==> src/rtl/mod129_seq_ctrl.sv <==
// mod129_seq_ctrl
//
// Sequential X mod 129 for a 64-bit unsigned operand. A single 14-bit-chunk
// folding adder is reused across several cycles. 2^14 = 1 (mod 129), so each
// fold adds the 14-bit chunks of the accumulator together. Once the value is
// below 2^14, 2^7 = -1 (mod 129) reduces it to 0..128.
//
// Optional feature macro: MOD129_SEQ_EARLY_EXIT_EN
//   undefined : FOLD always runs exactly three cycles, so latency is fixed
//               and fold_count is 3 for every operand.
//   defined   : FOLD goes to FINAL as soon as acc < 2^14. That cycle does no
//               fold, so latency and fold_count depend on the data.
//
// Ports
//   clk        : clock; all state changes on the rising edge
//   rst        : synchronous, active-high reset
//   in_valid   : operand present on in_x
//   in_x[63:0] : operand X, sampled only on the accept edge
//   in_ready   : high only in IDLE
//   out_valid  : out_r holds a valid result (held until out_ready)
//   out_r[7:0] : X mod 129, range 0..128
//   out_ready  : consumer takes the result (ignored outside DONE)
//   busy       : high exactly when in_ready is low
//   fold_count : folds done for the current/last operand (saturates at 3)

module mod129_seq_ctrl (
    input  logic        clk,
    input  logic        rst,
    input  logic        in_valid,
    input  logic [63:0] in_x,
    output logic        in_ready,
    output logic        out_valid,
    output logic [7:0]  out_r,
    input  logic        out_ready,
    output logic        busy,
    output logic [1:0]  fold_count
);

    typedef enum logic [1:0] {
        IDLE  = 2'd0,
        FOLD  = 2'd1,
        FINAL = 2'd2,
        DONE  = 2'd3
    } state_t;

    state_t      state;
    logic [63:0] acc;
    logic [16:0] fold_sum;
    logic [8:0]  diff;
    logic [7:0]  corr;
    logic [1:0]  fold_next;

    // One fold: sum of the 14-bit chunks. The worst case is 65787, so 17 bits
    // are enough.
    always_comb begin
        fold_sum = {3'b000, acc[13:0]}
                 + {3'b000, acc[27:14]}
                 + {3'b000, acc[41:28]}
                 + {3'b000, acc[55:42]}
                 + {9'd0,   acc[63:56]};
    end

    // Final step. acc[6:0] - acc[13:7] is done in 9 bits, and bit 8 is the
    // sign. A negative difference is brought back into range by adding 129.
    always_comb begin
        diff = {2'b00, acc[6:0]} - {2'b00, acc[13:7]};
        if (diff[8]) begin
            diff = diff + 9'd129;
        end
        corr = diff[7:0];
    end

    always_comb begin
        fold_next = (fold_count == 2'd3) ? 2'd3 : fold_count + 2'd1;
    end

    always_ff @(posedge clk) begin
        if (rst) begin
            state      <= IDLE;
            acc        <= '0;
            out_valid  <= 1'b0;
            out_r      <= '0;
            fold_count <= '0;
        end else begin
            case (state)
                IDLE: begin
                    if (in_valid) begin
                        acc        <= in_x;
                        fold_count <= '0;
                        state      <= FOLD;
                    end
                end
                FOLD: begin
`ifdef MOD129_SEQ_EARLY_EXIT_EN
                    if (acc[63:14] == '0) begin
                        state <= FINAL;
                    end else begin
                        acc        <= {47'd0, fold_sum};
                        fold_count <= fold_next;
                    end
`else
                    // Three folds always reach acc < 2^14. Folding a value
                    // that is already below 2^14 leaves it unchanged.
                    acc        <= {47'd0, fold_sum};
                    fold_count <= fold_next;
                    if (fold_count == 2'd2) begin
                        state <= FINAL;
                    end
`endif
                end
                FINAL: begin
                    out_r     <= corr;
                    out_valid <= 1'b1;
                    state     <= DONE;
                end
                DONE: begin
                    if (out_ready) begin
                        out_valid <= 1'b0;
                        state     <= IDLE;
                    end
                end
                default: begin
                    state <= IDLE;
                end
            endcase
        end
    end

    // Both are decoded from the state register, so they change only on a
    // clock edge.
    assign in_ready = (state == IDLE);
    assign busy     = (state != IDLE);

endmodule

==> config.mk <==
export PLATFORM = sky130hd
export DESIGN_NAME = mod129_seq_ctrl
export DESIGN_NICKNAME = d
export VERILOG_FILES = /design/src/rtl/mod129_seq_ctrl.sv
export SDC_FILE = /design/constraint.sdc
export NUM_CORES = 1
export LEC_CHECK = 0
export BUFFER_PORTS_ARGS = -buffer_cell sky130_fd_sc_hd__buf_2
export CAP_MARGIN = 10
export CORE_AREA = 2 2 122 124
export CTS_BUF_LIST = sky130_fd_sc_hd__clkbuf_4 sky130_fd_sc_hd__clkbuf_8
export CTS_CLUSTER_SIZE = 40
export DETAILED_ROUTE_END_ITERATION = 10
export DIE_AREA = 0 0 124 126
export REMOVE_ABC_BUFFERS = 1
export SETUP_SLACK_MARGIN = 0.5
export SKIP_LAST_GASP = 1
export SYNTH_ARGS = -nofsm -noshare
export SYNTH_HDL_FRONTEND = slang
export SYNTH_SLANG_ARGS = --single-unit
export TNS_END_PERCENT = 1
==> constraint.sdc <==
create_clock -name clk -period 4.2 [get_ports clk]
set_input_delay 0.84 -clock clk [delete_from_list [all_inputs] [get_ports clk]]
set_output_delay 0.84 -clock clk [all_outputs]
set_load 0.01 [all_outputs]
==> summary.txt <==
Top delay family on crit path: adder cells
Register Area: 1560 µm²
Worst Skew: 0.0129 ns
Fin crit period: 3.66 ns
Setup-failing EPs final: 0
WP data required: 4.49 ns
Flop2flop setup slack: 0.54 ns
Initial DRC count: 226
Io pins: 81
Vias per cell: 5.07
Fill cells: 1468
Die area: 15600 µm²
Final hold violation count: 0
EDFF count, synth: 0
Clk Tree Root Cell: clkbuf_8
RSZ-0062 raised after global routing: true
Worst-Skew Late Latency: 0.38 ns
Clock slew at reported path FFs: 0.09 ns
Vias in the first global route: 4248
Antenna cells: 0
PortBufs: 80
Post-DP HPWL: 10400 µm
Pin count of the biggest net entering global routing: 33
Post-synth top flop: dfxtp_1
Delay of the slowest cell on the worst path: 0.53 ns
Slowest cell on the critical path: fa_1
Std cell rows: 44
Fmax achieved: 273 MHz
Reg2Reg Depth: 13
Startpoint Class: flop
First-pass DRT Iterations: 5
Seq cells post-synth: 77
Stages on worst setup path: 13
Final core occ: 43.2%
Max-cap violations: 0
Area contributors post-synth: dfxtp_1 30%, fa_1 14%, ha_1 8.4%, inv_1 7.7%, a22oi_1 6.9%
Final #Nets: 818
CTS Buf Count: 9
Pre-CTS WS: 0.207 ns
Sequential share of the synthesized area: 29.7%
Initial antenna violation count: 0
Final WS setup: 0.543 ns
ANT nets after route: 0
Drt wl/cell: 15.7 µm
Final Slew Violations: 0
Crit path DAT: 3.95 ns
GPL Wtd Cong: 0.838
Min-delay src: out_r[2]$_SDFFE_PP0P_
CP max FO: 4
Crit path from: acc[7]$_SDFFE_PP0P_
Mean Syn Cell Area: 8.60 µm²
Critical path endpoint category: flop
Async SR Flop Fraction: 0%
Status: finished, final reports clean
Reg-to-reg startpoint: acc[7]$_SDFFE_PP0P_
CTS tree: done
H-tree level count: 3
DR vias: 4398
Worst Setup Path Type: reg -> reg
Top-area cell type share of the netlist area: 29.7%
Clk buf depth: 2
Area leader, netlist: dfxtp_1
DIE HEIGHT: 126 µm
Yosys warning total: 0
Gr usage total: 17.9%
Reg2reg end: acc[15]$_SDFFE_PP0P_
CP Cell Sequence: inv_2 -> fa_1 -> inv_1 -> fa_1 -> inv_1 -> fa_1 -> inv_1 -> ha_2 -> a21o_1 -> or4_4 -> o21a_4 -> o211a_1 -> a211oi_2
Synthesized cell area: 5190 µm²
Bufs and invs on worst path: 4
WHS Path Cells: 2
Layout Area Growth over Synthesis: 19.1%
Hold buffer count at CTS: 0
Initial core utilization: 36.2%
Mapped Cells: 603
Worst-Margin Slew: 0.830 ns
First-pass GRT wire length: 21600 µm
Die Wd: 124 µm
Unique cell type count in the Yosys netlist: 58
Worst setup endpoint: acc[15]$_SDFFE_PP0P_
Final period util: 87.1%
Total gr overflow: 0
Layout cells sized above 1: 22.2%
CORE AREA: 14300 µm²
Multi-input logic area: 3280 µm²
Sink Count: 77
DRT Wirelength: 13600 µm
DR DRC count: 0
Relative slew slack: 44.5%
Hold Crit Class: reg -> reg
## flip-flops by register name, summed over array words and instances, names as in the netlist
| register | cells |
|---|---|
| out_r | 8 |
| acc | 64 |
| out_valid | 1 |
| fold_count | 2 |
| state | 2 |
## stage by stage
stage	hold slack [ns]	instance area, µm²	TNS (ns)	cells
floorplan	0.443	5080	-16.65	574
global placement	0.452	5780	0	845
detailed placement	0.464	5780	0	845
CTS	0.478	6050	0	862
global route	0.503	6180	0	868
finish	0.474	6180	0	868
## placed cells by master, fill, tap and decap left out, types with 5 or more instances in the layout
cell type and n:
a211oi_1 12, a21o_1 6, a21oi_1 18, a22oi_1 48
buf_2 80, buf_4 14, clkbuf_8 10, dfxtp_1 68
dfxtp_2 5, fa_1 34, ha_1 28, inv_1 103
mux2i_1 6, nand2_1 17, nand2b_1 7, nand3_1 5
nor2_1 74, o21a_1 7, o21ai_0 19, o22ai_1 8
xnor2_1 8, xor2_1 5
## cells in the mapped netlist (all sizes together), types with 2 or more instances
cell	count
a211o	2
a211oi	14
a21boi	3
a21o	6
a21oi	21
a22oi	48
a311oi	3
and2	2
and3	3
clkbuf	28
dfxtp	77
fa	36
ha	35
inv	106
mux2i	6
nand2	18
nand2b	8
nand3	5
nand4	2
nor2	75
nor2b	5
nor3	3
nor3b	5
nor4	3
o2111ai	2
o211a	2
o211ai	4
o21a	8
o21ai	24
o221ai	2
o22ai	8
o31ai	2
o32ai	2
or2	2
or3	4
xnor2	8
xor2	5
## kinds of logic (layout without fill, tap and decap cells)
family / Yosys count / after routing / share of synthesized area (%)
buffers and inverters: 135 / 216 / 9.77
DFF: 77 / 77 / 29.7
muxes: 7 / 7 / 1.38
adders and majority gates: 71 / 71 / 22.3
AOI/OAI and AO/OA: 160 / 160 / 21.7
xor gates and xnor gates: 13 / 13 / 2.20
and+or+nand+nor: 140 / 140 / 12.9
## worst min-delay path: cells and delay by family, from the launching register on
| family | cells | cell delay (ns) |
|---|---|---|
| and+or+nand+nor | 1 | 0.06 |
| DFF | 1 | 0.31 |
| AOI/OAI and AO/OA | 1 | 0.05 |
## worst min-delay path by stage
stage / to / slack, ns
2_1_floorplan: acc[3]$_SDFFE_PP0P_ / 0.44
3_3_place_gp: out_r[2]$_SDFFE_PP0P_ / 0.45
3_5_place_dp: out_r[2]$_SDFFE_PP0P_ / 0.46
4_1_cts: out_r[2]$_SDFFE_PP0P_ / 0.48
5_1_grt: out_r[2]$_SDFFE_PP0P_ / 0.50
6_report: out_r[2]$_SDFFE_PP0P_ / 0.47
## routing by layer
layer,vias to the layer above,track usage (%),routed length (µm)
li1,2207,-,-
met1,2074,23.9,6260
met2,96,28.9,6410
met3,21,3.80,658
met4,0,5.82,252
met5,-,0,0
## layout make-up
cell class                      count  share of cell area [%]
Clock buffer                       12                    2.47
Clock inverter                      4                   0.770
Inverter                          106                    6.44
Multi-Input combinational cell    391                    53.1
Sequential cell                    77                    25.3
Tap cell                          184                    3.73
Timing Repair Buffer               94                    8.18
## repair_timing
action                     in CTS  in global routing
pin swaps                       6                 15
setup endpoints to repair      10                 10
setup buffers                   1                  6
hold endpoints to repair        0                  0
resized for setup              22                 21
cloned                          0                  0
Power is not shown: default switching activity piles up to over one toggle a cycle in this logic, so the estimate is an artifact.
